`src/rtl/deser_pkg.sv`:
```
// Shared definitions for the LVDS DDR deserializer: link FSM states, default
// framing constants, and a small saturating-count helper.
package deser_pkg;

  typedef enum logic [1:0] {
    IDLE       = 2'd0,
    HUNT_ZEROS = 2'd1,
    HUNT_SYNC  = 2'd2,
    LOCKED     = 2'd3
  } link_state_e;

  localparam logic [7:0]  DEF_SYNC_WORD = 8'hA5;
  localparam int unsigned DEF_ZERO_LEN  = 10;

  // Preamble zero counter advances two bits per pair and pins at 255.
  function automatic logic [7:0] sat_add2(input logic [7:0] v);
    logic [8:0] sum;
    sum = {1'b0, v} + 9'd2;
    return sum[8] ? 8'hFF : sum[7:0];
  endfunction

endpackage

```
`src/rtl/deser_sync_detect.sv`:
```
// Nine-bit receive shift register with both candidate byte windows (even and
// odd bit phase) and their sync-word compares, all taken from the post-shift value.
module deser_sync_detect
  import deser_pkg::*;
#(
  parameter logic [7:0] SYNC_WORD = DEF_SYNC_WORD
) (
  input  logic       clk,
  input  logic       reset_n,
  input  logic       shift_en,
  input  logic [1:0] in_data,
  output logic [7:0] w0,
  output logic [7:0] w1,
  output logic       match0,
  output logic       match1
);

  logic [8:0] sr_r;
  logic [8:0] sr_nxt_s;

  // Post-shift view: in_data[1] arrived first on the wire, so it lands above in_data[0].
  always_comb begin
    sr_nxt_s = {sr_r[6:0], in_data[1], in_data[0]};
  end

  assign w0     = sr_nxt_s[7:0];
  assign w1     = sr_nxt_s[8:1];
  assign match0 = (sr_nxt_s[7:0] == SYNC_WORD);
  assign match1 = (sr_nxt_s[8:1] == SYNC_WORD);

  // Shift register update.
  always_ff @(posedge clk) begin
    if (!reset_n) begin
      sr_r <= 9'd0;
    end else if (shift_en) begin
      sr_r <= sr_nxt_s;
    end else begin
      sr_r <= sr_r;
    end
  end

endmodule

```
`src/rtl/deser_link_ctrl.sv`:
```
// Link-training and framing controller: finds the zero-run preamble and sync
// byte at either bit phase, then emits aligned payload bytes and polices sync.
module deser_link_ctrl
  import deser_pkg::*;
#(
  parameter int unsigned ZERO_LEN     = DEF_ZERO_LEN,
  parameter logic [7:0]  SYNC_WORD    = DEF_SYNC_WORD,
  parameter int unsigned FRAME_LEN    = 64,
  parameter int unsigned MAX_ERR      = 3,
  parameter int unsigned SYNC_TIMEOUT = 64
) (
  input  logic        clk,
  input  logic        reset_n,
  input  logic        en,
  input  logic        in_valid,
  input  logic [1:0]  in_data,
  output logic [7:0]  out_data,
  output logic        out_valid,
  output logic        frame_start,
  output logic        locked,
  output logic        sync_err,
  output logic [15:0] frame_cnt
);

  localparam logic [7:0] ZERO_LEN_C  = 8'(ZERO_LEN);
  localparam logic [7:0] FRAME_LEN_C = 8'(FRAME_LEN);
  localparam logic [3:0] MAX_ERR_C   = 4'(MAX_ERR);
  localparam logic [7:0] TMR_LAST_C  = 8'(SYNC_TIMEOUT - 1);

  link_state_e state_r, state_nxt_s;

  logic [7:0]  zero_cnt_r,    zero_cnt_nxt_s;
  logic [7:0]  sync_tmr_r,    sync_tmr_nxt_s;
  logic        phase_r,       phase_nxt_s;
  logic [1:0]  pair_cnt_r,    pair_cnt_nxt_s;
  logic [7:0]  byte_idx_r,    byte_idx_nxt_s;
  logic [3:0]  err_cnt_r,     err_cnt_nxt_s;
  logic [15:0] frame_cnt_r,   frame_cnt_nxt_s;
  logic [7:0]  out_data_r,    out_data_nxt_s;
  logic        out_valid_r,   out_valid_nxt_s;
  logic        frame_start_r, frame_start_nxt_s;
  logic        locked_r;
  logic        sync_err_r,    sync_err_nxt_s;

  logic        shift_en_s;
  logic [7:0]  w0_s, w1_s;
  logic        match0_s, match1_s;
  logic [7:0]  cur_byte_s;
  logic        cur_match_s;

  assign shift_en_s  = in_valid && (state_r != IDLE);
  assign cur_byte_s  = phase_r ? w1_s : w0_s;
  assign cur_match_s = phase_r ? match1_s : match0_s;

  deser_sync_detect #(
    .SYNC_WORD (SYNC_WORD)
  ) u_sync_detect (
    .clk      (clk),
    .reset_n  (reset_n),
    .shift_en (shift_en_s),
    .in_data  (in_data),
    .w0       (w0_s),
    .w1       (w1_s),
    .match0   (match0_s),
    .match1   (match1_s)
  );

  // State register.
  always_ff @(posedge clk) begin
    if (!reset_n) begin
      state_r <= IDLE;
    end else begin
      state_r <= state_nxt_s;
    end
  end

  // Next-state, counter and output decode; everything idles without in_valid.
  always_comb begin
    state_nxt_s       = state_r;
    zero_cnt_nxt_s    = zero_cnt_r;
    sync_tmr_nxt_s    = sync_tmr_r;
    phase_nxt_s       = phase_r;
    pair_cnt_nxt_s    = pair_cnt_r;
    byte_idx_nxt_s    = byte_idx_r;
    err_cnt_nxt_s     = err_cnt_r;
    frame_cnt_nxt_s   = frame_cnt_r;
    out_data_nxt_s    = out_data_r;
    out_valid_nxt_s   = 1'b0;
    frame_start_nxt_s = 1'b0;
    sync_err_nxt_s    = sync_err_r;

    if (!en) begin
      state_nxt_s    = IDLE;
      sync_err_nxt_s = 1'b0;
    end else if (in_valid) begin
      case (state_r)
        IDLE: begin
          state_nxt_s    = HUNT_ZEROS;
          zero_cnt_nxt_s = 8'd0;
        end
        HUNT_ZEROS: begin
          if (in_data == 2'b00) begin
            zero_cnt_nxt_s = sat_add2(zero_cnt_r);
          end else if (zero_cnt_r >= ZERO_LEN_C) begin
            state_nxt_s    = HUNT_SYNC;
            sync_tmr_nxt_s = 8'd0;
          end else begin
            zero_cnt_nxt_s = 8'd0;
          end
        end
        HUNT_SYNC: begin
          if (match0_s || match1_s) begin
            // Even phase wins when both windows hold the sync word.
            state_nxt_s     = LOCKED;
            phase_nxt_s     = !match0_s;
            pair_cnt_nxt_s  = 2'd0;
            byte_idx_nxt_s  = 8'd1;
            err_cnt_nxt_s   = 4'd0;
            frame_cnt_nxt_s = frame_cnt_r + 16'd1;
          end else if (sync_tmr_r == TMR_LAST_C) begin
            state_nxt_s    = HUNT_ZEROS;
            zero_cnt_nxt_s = 8'd0;
          end else begin
            sync_tmr_nxt_s = sync_tmr_r + 8'd1;
          end
        end
        LOCKED: begin
          pair_cnt_nxt_s = pair_cnt_r + 2'd1;
          if (pair_cnt_r != 2'd3) begin
            byte_idx_nxt_s = byte_idx_r;
          end else if (byte_idx_r == 8'd0) begin
            byte_idx_nxt_s = 8'd1;
            if (cur_match_s) begin
              err_cnt_nxt_s   = 4'd0;
              frame_cnt_nxt_s = frame_cnt_r + 16'd1;
            end else begin
              // Flywheel through isolated misses; give up after MAX_ERR in a row.
              err_cnt_nxt_s  = err_cnt_r + 4'd1;
              sync_err_nxt_s = 1'b1;
              if ((err_cnt_r + 4'd1) == MAX_ERR_C) begin
                state_nxt_s    = HUNT_ZEROS;
                zero_cnt_nxt_s = 8'd0;
              end else begin
                state_nxt_s = LOCKED;
              end
            end
          end else begin
            out_data_nxt_s    = cur_byte_s;
            out_valid_nxt_s   = 1'b1;
            frame_start_nxt_s = (byte_idx_r == 8'd1);
            byte_idx_nxt_s    = (byte_idx_r == FRAME_LEN_C) ? 8'd0 : (byte_idx_r + 8'd1);
          end
        end
        default: begin
          state_nxt_s = IDLE;
        end
      endcase
    end else begin
      state_nxt_s = state_r;
    end
  end

  // Datapath counters and registered outputs.
  always_ff @(posedge clk) begin
    if (!reset_n) begin
      zero_cnt_r    <= 8'd0;
      sync_tmr_r    <= 8'd0;
      phase_r       <= 1'b0;
      pair_cnt_r    <= 2'd0;
      byte_idx_r    <= 8'd0;
      err_cnt_r     <= 4'd0;
      frame_cnt_r   <= 16'd0;
      out_data_r    <= 8'd0;
      out_valid_r   <= 1'b0;
      frame_start_r <= 1'b0;
      locked_r      <= 1'b0;
      sync_err_r    <= 1'b0;
    end else begin
      zero_cnt_r    <= zero_cnt_nxt_s;
      sync_tmr_r    <= sync_tmr_nxt_s;
      phase_r       <= phase_nxt_s;
      pair_cnt_r    <= pair_cnt_nxt_s;
      byte_idx_r    <= byte_idx_nxt_s;
      err_cnt_r     <= err_cnt_nxt_s;
      frame_cnt_r   <= frame_cnt_nxt_s;
      out_data_r    <= out_data_nxt_s;
      out_valid_r   <= out_valid_nxt_s;
      frame_start_r <= frame_start_nxt_s;
      locked_r      <= (state_nxt_s == LOCKED);
      sync_err_r    <= sync_err_nxt_s;
    end
  end

  assign out_data    = out_data_r;
  assign out_valid   = out_valid_r;
  assign frame_start = frame_start_r;
  assign locked      = locked_r;
  assign sync_err    = sync_err_r;
  assign frame_cnt   = frame_cnt_r;

endmodule

```
`config.mk`:
```
export PLATFORM = sky130hd
export DESIGN_NAME = deser_link_ctrl
export DESIGN_NICKNAME = d
export VERILOG_FILES = /design/src/rtl/deser_pkg.sv /design/src/rtl/deser_sync_detect.sv /design/src/rtl/deser_link_ctrl.sv
export SDC_FILE = /design/constraint.sdc
export NUM_CORES = 1
export LEC_CHECK = 0
export BUFFER_PORTS_ARGS = -buffer_cell sky130_fd_sc_hd__clkbuf_2
export CAP_MARGIN = 10
export CORE_UTILIZATION = 53
export CTS_CLUSTER_SIZE = 28
export DETAILED_ROUTE_END_ITERATION = 12
export HOLD_SLACK_MARGIN = 0.06
export PLACE_DENSITY = 0.75
export SLEW_MARGIN = 25
export SYNTH_ARGS = -nofsm -noshare
export SYNTH_HDL_FRONTEND = slang
export SYNTH_SLANG_ARGS = --single-unit
```
`constraint.sdc`:
```
create_clock -name clk -period 1.9 [get_ports clk]
set_input_delay 0.19 -clock clk [delete_from_list [all_inputs] [get_ports clk]]
set_output_delay 0.19 -clock clk [all_outputs]
set_load 0.05 [all_outputs]
```
# Yosys cells after proc, flatten, opt, wreduce, memory -nomap -nowiden
# Cells that the tools add are included.
# word_totals
register_bits,68
latchBits,0
mem_bits_rw,0
romBits,0
in_bits,6
output_inout_bits,28
word_cells,118
memories,0
# op_classes
n_addsub,6
n_mul,0
n_div,0
n_lt_le_gt_ge,1
eq_ne,23
n_shift,0
muxes,46
n_bitwise,7
reduce_logical,21
# op_table
cell,n
$mux 8,18
$mux 16,4
$pmux 16 s2,1
$pmux 8 s2,2
$pmux 8 s4,1
$ne 2x2->1 const B,12
$mux 2,11
$add 16x1->16 const B,1
$add 8x1->8 const B,2
$eq 8x8->1 const B,2
$mux 4,4
$reduce_and 5->1,3
$reduce_and 7->1,2
$add 8x2->9 const B,1
$reduce_and 9->1,1
$eq 8x1->1 const B,1
$eq 8x6->1 const B,1
$eq 8x7->1 const B,1
$ge 8x4->1 const B,1
$logic_not 8->1,1
$pmux 2 s4,1
$pmux 4 s2,1
$reduce_and 4->1,2
$not 1->1,7
17 further kinds,23

# Depth between registers and ports, before layout
# Gate-level depths: netlist of run 1.
# depth
depth_word,10
mapped_depth,8
ltp_nobuf,7

# Hierarchy
# Synthesis of run 1 repeated with hierarchy kept, for this count alone.
# hier_totals
cells_unflattened,406
hier_area_um2,3492.1
# by_module_without_submodules
mod,n_inst,cells_per_inst,area_each_um2,seq_area_each_um2
deser_link_ctrl,1,369,3108.0,1201.2
deser_sync_detect,1,37,384.1,140.1

# Worst setup path after synthesis of run 1
# Ideal clock, no wire load.
# synth_timing
path_kind,reg2reg
startpoint,reg u_sync_detect.sr_r[1]
endpoint,reg frame_cnt_r[13] (netlist: frame_cnt[13])
setup_time_ns,0.115
arrival_ns,1.901
required_time_ns,1.785
setup_slack_ns,-0.116
path_stages_with_launch,8
path_buffers,1
period_less_slack_ns,2.016
path_cell_list,dfxtp_1 -> and4bb_2 -> nand4_4 -> a311oi_4 -> buf_2 -> nand4_1 -> xnor2_1 -> and2_1
# synth_via
elab_chain_cells,4
elab_cells_between_ends,7
cone_classes,eq/ne: 4; mux: 1; reduce/logical: 2
# synth_rtl
item,line,source
"start, declared",deser_sync_detect.sv:18,logic [8:0] sr_r;
"start signal, assigned",deser_sync_detect.sv:36,sr_r <= sr_nxt_s;
"start signal, assigned",deser_sync_detect.sv:38,sr_r <= sr_r;
"$eq 8x8->1, on equally long branches","deser_sync_detect.sv:28, deser_sync_detect.sv:29",
$mux 1 or $logic_or 1x1->1 (tied branches),"deser_link_ctrl.sv:53, deser_link_ctrl.sv:112",
$ne 2x2->1 (no line),n/a,
$reduce_and 7->1 (no line) *,n/a,
"end signal, assigned",deser_link_ctrl.sv:185,frame_cnt_r <= frame_cnt_nxt_s;
"end, declared",deser_link_ctrl.sv:38,"logic [15:0] frame_cnt_r, frame_cnt_nxt_s;"
# Mark *: on every way between the ends. The rest lies on a longest branch, timed or not.
# A chain may end at the register's enable or synchronous reset.

# Worst setup path after layout of run 1
# layout_timing
startpoint,reg u_sync_detect.sr_r[4]
endpoint,reg sync_tmr_r[4]
# layout_via
elab_chain_cells,4
elab_cells_between_ends,5
cone_classes,eq/ne: 3; reduce/logical: 2
# layout_rtl
item,line,source
"$eq 8x8->1, on equally long branches","deser_sync_detect.sv:28, deser_sync_detect.sv:29",
$logic_or 1x1->1 *,deser_link_ctrl.sv:112,if (match0_s || match1_s) begin
$ne 2x2->1 (no line) *,n/a,
$reduce_and 7->1 (no line) *,n/a,
"end signal, assigned",deser_link_ctrl.sv:180,sync_tmr_r <= sync_tmr_nxt_s;
"end, declared",deser_link_ctrl.sv:33,"logic [7:0] sync_tmr_r, sync_tmr_nxt_s;"
# Marks and branches as above.

==> results of run 1 <==
-- worst max-delay path, stage by stage (launching register included) --
cell	delay, ns
dfxtp_2	0.33
and4bb_2	0.33
nand4_4	0.14
a21oi_1	0.26
nor2_1	0.13
buf_4	0.16
and3_1	0.18
o221a_2	0.26
-- cell families after synthesis --
family,Yosys count
and+or+nand+nor,170
xor gates and xnor gates,17
DFF,67
muxes,17
AOI/OAI and AO/OA,83
buffers and inverters,23
adders and majority gates,9
-- cells in the final DEF, fill, tap and decap left out, drive strengths merged, types with 12 or more instances in the layout --
cell    instances
buf            61
nand4          12
dfxtp          67
nor2           27
nand3          22
nand2          33
mux2i          17
and3           17
o21ai          17
clkbuf         44
nor2b          13
and2           19
o211a          14
-- layout make-up --
| cell class | count | area, um^2 |
|---|---|---|
| Inverter | 6 | 22.52 |
| Clock inverter | 4 | 50.05 |
| Fill cell | 504 | 1838 |
| Sequential cell | 67 | 1353 |
| Timing Repair Buffer | 94 | 640.6 |
| Clock buffer | 11 | 151.4 |
| Multi-Input combinational cell | 296 | 2198 |
| Tap cell | 77 | 96.34 |
-- worst paths after layout --
check	end	slack (ns)	depth (start not counted)
worst max-delay path	sync_tmr_r[4]	-0.00003	7
worst min-delay path	state_r[0]	0.25	3
worst max register to register	sync_tmr_r[4]	-0.00003	7
worst min register to register	sync_tmr_r[1]	0.49	2
-- state kept, by name, summed over array words and instances, names as in the netlist --
register,cells
out_valid,1
byte_idx_r,8
err_cnt_r,4
locked,1
frame_cnt,16
pair_cnt_r,2
phase_r,1
out_data,8
state_r,2
sync_err,1
u_sync_detect.sr_r,7
zero_cnt_r,7
sync_tmr_r,8
frame_start,1
-- layer usage --
layer	vias to the layer above	part of all wire
met5	-	0
met1	1495	0.45
met2	81	0.49
met4	0	0.018
met3	14	0.038
li1	1600	-
-- power groups by stage --
stage	Clock (mW)	Sequential [mW]	Combinational (mW)
2_1_floorplan	0	1.44	0.0625
3_3_place_gp	0	1.44	0.105
3_5_place_dp	0	1.44	0.106
4_1_cts	1.22	1.41	0.108
5_1_grt	1.29	1.41	0.125
6_report	1.20	1.41	0.115
-- per-stage QoR --
stage               power (mW)  setup WS [ns]
floorplan                1.502       -0.04916
global placement         1.544       -0.03276
detailed placement       1.546       -0.07950
CTS                      2.737       0.001965
global route             2.819       -0.08297
finish                   2.724    -0.00002820
-- timing repair --
item                                    in CTS  in global routing
resized for setup                            8                 24
gates cloned                                 0                  2
setup buffers                                2                  4
pin swaps                                    5                 10
endpoints found under the setup margin      24                 35
==> impl_metrics.yaml, run 1 <==
timing:
  holdWs_ns: 0.2544
  tightest_slew_ns: 0.7852
  slew_violations: 0
  rsz0062_at_grt: "yes"
  slew_headroom: 0.4730
  skew_ns: 0.007436
  min_period_ns: 1.900
  setup_viol: 1
  fin_ws_ns: -0.00002820
  fmax_mhz: 526.3
  fin_setup_tns_ns: -0.00002820
  fin_crit_sh: 1.000
  report.final.hold_viol_count: 0
die:
  start_util: 0.5501
  rows: 29
  die_h_um: 83.19
  ios: 34
  core_area_mm2: 0.006350
  die-area_mm2: 0.006920
  fp.dieW_um: 83.19
layout:
  final_layout_size_suffix_gt1_frac: 0.3159
  nNetsFinal: 489
  syn2layout_area_growth_pct: 29.15
  stdcell_area_mm2: 0.004512
  fin_util: 0.7105
  stdcell_count: 555
  antenna_cells: 0
clock_tree:
  clock-sinks: 67
  clock_path_buffers: 2
  clock_latency_ns: 0.34
  h-tree-depth: 3
  holdBufCountCts: 0
  cts_buffers: 9
  cts.clk_slew.worst_paths_ns: 0.07
  root_buffer: "clkbuf_8"
  cts_tree: "built"
global_routing:
  grt.busiest_layer: "met2"
  first_global_vias: 2970
  grt.overflow.total: 0
  grt_max_degree: 32
  grt_pass1_wl_um: 13520
  grt_usage: 0.2405
  grtUsageMet1: 0.2981
  grtUsageMet2: 0.4031
  met3_usage: 0.05368
  grt_antenna_before_repair: 0
synthesis:
  synth_ff_type: "dfxtp_1"
  synthSimpleGateAreaFrac: 0.2711
  synth_mux_area_frac: 0.04871
  synth.top_cell.area_share: 0.3840
  synth_top_cell_by_area: "dfxtp_1"
  synth-xor-area-share: 0.04262
  synth_common_cells: "67 x dfxtp_1, 31 x nand2_1, 27 x nor2_1, 21 x nand3_1, 19 x and2_1"
  ys_ff_latch: 67
  synth_most_common_cell: "dfxtp_1"
  syn_avg_cell_area_um2: 9.050
  synth.area.top_cells: "dfxtp_1 38%, mux2i_1 4.9%, o211a_1 4.0%"
  syn_area_mm2: 0.003493
  synth_async_sr_flop_share: 0
  ys_seq_area_frac: 0.3840
  ys_types: 56
  synth_cells: 386
  synthAdderAreaFrac: 0.03223
  syn_nets: 401
  synth_compound_area_frac: 0.1938
  synth-edff-count: 0
  synth_top_family_by_area: "simple AND/OR/NAND/NOR gates"
  synth-warning-count: 0
drt:
  wl_um: 8345
  ant_nets: 0
  wl_per_cell_um: 15.04
  drc: 0
  via_per_inst: 5.748
  vias: 3190
  first_pass_iters: 5
  drt_iter0_drc: 176
worst_setup_path:
  crit_type: "register to register"
  critPathLaunchType: "register"
  crit_path_end_kind: "register"
  critical_path_arrival_ns: 2.13
  critPathLaunch: "u_sync_detect.sr_r[4]"
  reg2reg_from: "u_sync_detect.sr_r[4]"
  required_ns: 2.13
  crit_fanout: 6
job:
  cap_violations: 0
power:
  peakVddDrop_mv: 0.4764
  power_density_mw_per_mm2: 603.7
  p_leak_nw: 2.040
  comb_power_share: 0.042
  internal_power_mw: 2.119
  pwr-share-clk: 0.441
  p_seq_frac: 0.517
  net-switching-power_mw: 0.6050
  p_sw_frac: 0.2221
status:
  violations: "setup timing"
  status: "complete, but fails checks"
placement:
  portBuffers: 33
  gp_congestion: 0.8841
  dp_hpwl_um: 5732
  placedInstanceArea_mm2: 0.004134
  dpl.cell_count: 533
min_path:
  hold_class: "input pin to register"
  hold_start: "in_valid"
Power figures use the tool's default switching activity.
==> run 2, diff against run 1 <==
CORE_UTILIZATION = 50   (was 53)
PLACE_DENSITY = 0.72   (was 0.75)
==> run 2 against run 1 <==
Net effect: the run still ends with setup timing left; cell count is 0.54% higher; flip-flop and latch count stayed put; final area is 1.5% lower; register-to-register slack worse by 0.04 ns; clock skew is 0.00074 ns higher; non-clock buffer count is 1 lower; total power is 6.9% lower; via count is 0.91% lower; fmax is 2.2% lower; combinational power is 3% lower; critical path type unchanged; largest power group unchanged.
==> impl_metrics.yaml, run 2 (synthesis results as in run 1) <==
status:
  status: "complete, but fails checks"
  violations: "setup timing"
worst_setup_path:
  crit_type: "register to register"
  crit_family: "simple AND/OR/NAND/NOR gates"
  critPathLaunchType: "register"
  critical_path_arrival_ns: 2.21
  max_stage_delay_ns: 0.39
  crit_path_end_kind: "register"
  cpMaxStageDelayCell: "a311oi_4"
  path_cells: "and4bb_2, nand4_4, a311oi_4, nand2_2, or3_1, a21boi_1"
  required_ns: 2.17
  crit_fanout: 8
  path_buf_inv: 0
job:
  cap_violations: 0
placement:
  placedInstanceArea_mm2: 0.004150
  portBuffers: 33
  dp_hpwl_um: 5661
  gp_congestion: 0.8907
clock_tree:
  h-tree-depth: 3
  root_buffer: "clkbuf_8"
  holdBufCountCts: 0
  cts.clk_slew.worst_paths_ns: 0.07
  clock_path_buffers: 2
  cts_buffers: 9
  cts_tree: "built"
  clock_latency_ns: 0.34
  clock-sinks: 67
die:
  start_util: 0.5170
  rows: 30
  fp.dieW_um: 85.59
  ios: 34
  die-area_mm2: 0.007325
  core_area_mm2: 0.006756
  die_h_um: 85.59
drt:
  via_per_inst: 5.665
  wl_um: 8015
  ant_nets: 0
  top_layer_used: "met4"
  drt_iter0_drc: 87
  wl_per_cell_um: 14.36
  met1Wirelength_um: 3756
  vias: 3161
  first_pass_iters: 4
  drc: 0
  wl_met3_um: 332
  wl_met2_um: 3813
layout:
  nNetsFinal: 489
  final_common_cell: "dfxtp_1"
  antenna_cells: 0
  fillers: 565
  multiInputGateArea_mm2: 0.002147
  fin_util: 0.6576
  final_layout_size_suffix_gt1_frac: 0.3075
  syn2layout_area_growth_pct: 27.18
  seq_area_mm2: 0.001353
  layout.cells.most_common_list: "60 x dfxtp_1, 53 x buf_4, 33 x clkbuf_2, 31 x nand2_1, 26 x nor2_1"
  largest_reg_flops: 16
  stdcell_area_mm2: 0.004443
timing:
  rsz0062_at_grt: "yes"
  min_period_ns: 1.943
  fin_ws_ns: -0.04293
  slew_headroom: 0.6589
  slew_violations: 0
  fin_crit_sh: 1.023
  report.final.hold_viol_count: 0
  setup_viol: 7
  tightest_slew_ns: 0.5117
  fin_setup_tns_ns: -0.1461
  skew_ns: 0.008181
  fmax_mhz: 514.7
power:
  internal_power_mw: 1.944
  p_leak_nw: 2.024
  peakVddDrop_mv: 0.3681
  net-switching-power_mw: 0.5931
  power_density_mw_per_mm2: 570.9
  p_sw_frac: 0.2338
  comb_power_share: 0.044
  pwr-share-clk: 0.401
  p_seq_frac: 0.555
global_routing:
  grt_pass1_wl_um: 13170
  grt_usage: 0.2237
  grt_max_degree: 29
  grt.overflow.total: 0
  first_global_vias: 2968
  grt_antenna_before_repair: 0
min_path:
  hold_class: "input pin to register"
[run 2: cell count changes in the layout (fill, tap and decap cells not counted), sizes merged]
cell	before	now
buf	61	60
bufinv	1	0
clkbuf	44	43
clkinv	1	3
nand2	33	34
[run 2: power by group through the flow]
| stage | registers [mW] | clock network, mW | logic, mW |
|---|---|---|---|
| 2_1_floorplan | 1.44 | 0 | 0.0625 |
| 3_5_place_dp | 1.44 | 0 | 0.104 |
| 5_1_grt | 1.41 | 1.11 | 0.121 |
| 3_3_place_gp | 1.44 | 0 | 0.103 |
| 4_1_cts | 1.41 | 1.06 | 0.107 |
| 6_report | 1.41 | 1.02 | 0.111 |
[run 2: repair_timing]
action,4_1_cts,5_1_grt
cloned,1,1
endpoints found under the setup margin,25,38
pin swaps,2,15
resized for setup,6,17
buffers inserted,2,3
[run 2: layout make-up]
| type | count | share of cell area |
|---|---|---|
| Clock inverter | 5 | 0.006759 |
| Multi-Input combinational cell | 297 | 0.4832 |
| Timing Repair Buffer | 93 | 0.1470 |
| Clock buffer | 10 | 0.03098 |
| Sequential cell | 67 | 0.3044 |
| Tap cell | 80 | 0.02253 |
| Inverter | 6 | 0.005069 |
[run 2: layer usage]
metal,up-vias,GRT usage
met5,-,0
met4,0,0.1212
met3,10,0.03657
met2,71,0.3687
met1,1476,0.2803
li1,1604,-
[run 2: worst paths after layout]
check,startpoint,endpoint,depth (start not counted),slack [ns]
worst min register to register,sync_tmr_r[1],sync_tmr_r[1],2,0.48
worst min-delay path,in_valid,state_r[0],2,0.19
worst max-delay path,u_sync_detect.sr_r[4],frame_cnt[3],6,-0.04
worst max register to register,u_sync_detect.sr_r[4],frame_cnt[3],6,-0.04
[run 2: stage by stage]
step / setup WS (ns) / hold slack (ns) / power, mW / cells
after floorplan: -0.04916 / 0.3560 / 1.502 / 386
after global placement: -0.03719 / 0.4644 / 1.543 / 536
after detailed placement: -0.1113 / 0.4774 / 1.544 / 536
after CTS: -0.02279 / 0.1603 / 2.578 / 554
after global routing: -0.1233 / 0.1913 / 2.640 / 558
final: -0.04293 / 0.1876 / 2.537 / 558
==> run 3, diff against run 2 <==
SYNTH_HIERARCHICAL = 1   (was not set)
clock period = 1.6 ns   (was 1.9 ns; I/O delays follow)
==> run 3 against run 2 <==
Net effect: the flow still finishes with violations (setup timing); die area about the same; first-iteration DRC count rose by 98%; final area up 17%; total power is 32% higher; area after synthesis hardly changed; critical path depth grew 1; clock skew increased by 0.0018 ns; sequential power is 18% higher; cell count increased by 12%; via count up 15%; fmax down 14%; largest cell class unchanged.
==> impl_metrics.yaml, run 3 <==
status:
  status: "complete, but fails checks"
  violations: "setup timing"
synthesis:
  synth_most_common_cell: "dfxtp_1"
  synth_cells: 406
  ys_types: 55
  synth.top_cell.area_share: 0.3841
  syn_avg_cell_area_um2: 8.601
  synth-warning-count: 6
  ys_ff_latch: 67
  ys_seq_area_frac: 0.3841
  syn_nets: 421
  synth.area.top_cells: "dfxtp_1 38%, mux2i_1 5.4%, a21oi_1 5.3%"
  syn_area_mm2: 0.003492
  synth_async_sr_flop_share: 0
  synth-edff-count: 0
  synth_ff_type: "dfxtp_1"
  synth_common_cells: "67 x dfxtp_1, 37 x a21oi_1, 35 x nor2_1, 29 x nand2_1, 22 x o21ai_0"
  synth_top_cell_by_area: "dfxtp_1"
drt:
  drt_iter0_drc: 172
  ant_nets: 0
  via_per_inst: 5.784
  wl_um: 10130
  wl_per_cell_um: 16.18
  drc: 0
  first_pass_iters: 5
  vias: 3621
layout:
  fillers: 432
  syn2layout_area_growth_pct: 48.41
  multiInputGateArea_mm2: 0.002400
  seq_area_mm2: 0.001364
  final_layout_size_suffix_gt1_frac: 0.4487
  layout.cells.most_common_list: "101 x buf_4, 57 x dfxtp_1, 33 x clkbuf_2, 31 x a21oi_1, 30 x nor2_1"
  nNetsFinal: 557
  final_common_cell: "buf_4"
  largest_reg_flops: 16
  stdcell_area_mm2: 0.005182
  antenna_cells: 0
power:
  net-switching-power_mw: 0.7443
  p_leak_nw: 2.030
  pwr-share-clk: 0.459
  p_sw_frac: 0.2219
  internal_power_mw: 2.609
  peakVddDrop_mv: 0.6422
  power_density_mw_per_mm2: 647.1
  p_seq_frac: 0.498
  comb_power_share: 0.043
timing:
  min_period_ns: 2.272
  slew_headroom: 0.6593
  tightest_slew_ns: 0.5111
  fin_ws_ns: -0.6720
  setup_viol: 47
  skew_ns: 0.009962
  holdWs_ns: 0.1722
  rsz0062_at_grt: "yes"
  slew_violations: 0
  fin_crit_sh: 1.420
  fmax_mhz: 440.1
  report.final.hold_viol_count: 0
worst_setup_path:
  critPathLaunch: "u_sync_detect/sr_r[1]"
  critPathLaunchType: "register"
  crit_path_end_kind: "register"
  required_ns: 1.82
  crit_fanout: 4
  reg2reg_from: "u_sync_detect/sr_r[1]"
  critical_path_arrival_ns: 2.49
  crit_type: "register to register"
clock_tree:
  cts_buffers: 9
  h-tree-depth: 3
  cts.clk_slew.worst_paths_ns: 0.07
  clock-sinks: 67
  cts_tree: "built"
  clock_path_buffers: 2
  holdBufCountCts: 0
  root_buffer: "clkbuf_8"
  clock_latency_ns: 0.36
global_routing:
  grt_usage: 0.2754
  grt_max_degree: 44
  grt_antenna_before_repair: 0
  grt_pass1_wl_um: 15840
  first_global_vias: 3422
  grt.overflow.total: 0
die:
  die_h_um: 85.57
  die-area_mm2: 0.007322
  start_util: 0.5169
  ios: 34
  core_area_mm2: 0.006756
  fp.dieW_um: 85.57
  rows: 30
placement:
  pre_cts_slack_ns: -0.6985
  gp_congestion: 0.8718
  dp_hpwl_um: 6271
  placedInstanceArea_mm2: 0.004482
  portBuffers: 33
job:
  cap_violations: 0
min_path:
  hold_start: "in_data[1]"
  hold_class: "input pin to register"
==> run 3: per-layer routing <==
metal / global-route usage / up-vias / share of wire
met2: 0.4800 / 116 / 0.52
met4: 0.1000 / 0 / 0.014
met5: 0 / - / 0
met3: 0.07315 / 15 / 0.045
li1: - / 1771 / -
met1: 0.3263 / 1719 / 0.43
==> run 3: kinds of logic (layout without fill, tap and decap cells) <==
family / Yosys count / count (layout) / synth area share
xor+xnor: 10 / 10 / 0.02508
mux: 19 / 19 / 0.05446
simple gates: 170 / 171 / 0.2734
fa+ha+maj: 9 / 9 / 0.03225
flops: 67 / 67 / 0.3841
compound gates: 101 / 101 / 0.1827
buf+inv: 30 / 169 / 0.04801
==> run 3: final timing paths <==
kind | depth (start not counted) | end | slack (ns)
hold / removal | 3 | u_sync_detect/sr_r[1] | 0.17
setup reg to reg | 7 | frame_cnt[14] | -0.67
hold reg to reg | 2 | frame_cnt[15] | 0.49
setup / recovery | 7 | frame_cnt[14] | -0.67
==> run 3: power groups by stage <==
| stage | combinational, mW | sequential (mW) | clock (mW) |
|---|---|---|---|
| 5_1_grt | 0.154 | 1.67 | 1.62 |
| 3_3_place_gp | 0.118 | 1.71 | 0 |
| 6_report | 0.144 | 1.67 | 1.54 |
| 3_5_place_dp | 0.120 | 1.71 | 0 |
| 2_1_floorplan | 0.0667 | 1.71 | 0 |
| 4_1_cts | 0.135 | 1.67 | 1.54 |
==> run 3: area by class of cell <==
type | count | share of cell area
Clock buffer | 14 | 0.03525
Clock inverter | 1 | 0.005794
Inverter | 6 | 0.004346
Multi-Input combinational cell | 310 | 0.4631
Sequential cell | 67 | 0.2632
Tap cell | 80 | 0.01931
Timing Repair Buffer | 148 | 0.2091
==> run 3: timing repair <==
action,CTS,global route
pin swaps,33,23
gates resized for setup,62,36
setup endpoints to repair,56,51
cloned,2,0
setup buffers,12,4
==> run 3: critical path, cell delays in order (launching register included) <==
cell and delay (ns):
dfxtp_4 0.36, nand4bb_4 0.23, nor4_4 0.23, mux2i_2 0.14, and2_4 0.17, or4_4 0.51
o21ai_0 0.38, a21oi_2 0.12
==> run 3: stage by stage <==
step	setup TNS (ns)	total power [mW]	util	std cells
global route	-23.17	3.439	0.7670	626
finish	-17.76	3.354	0.7670	626
global placement	-16.16	1.829	0.6633	594
detailed placement	-18.55	1.831	0.6633	594
CTS	-17.70	3.344	0.7431	623
floorplan	-12.77	1.776	-	406
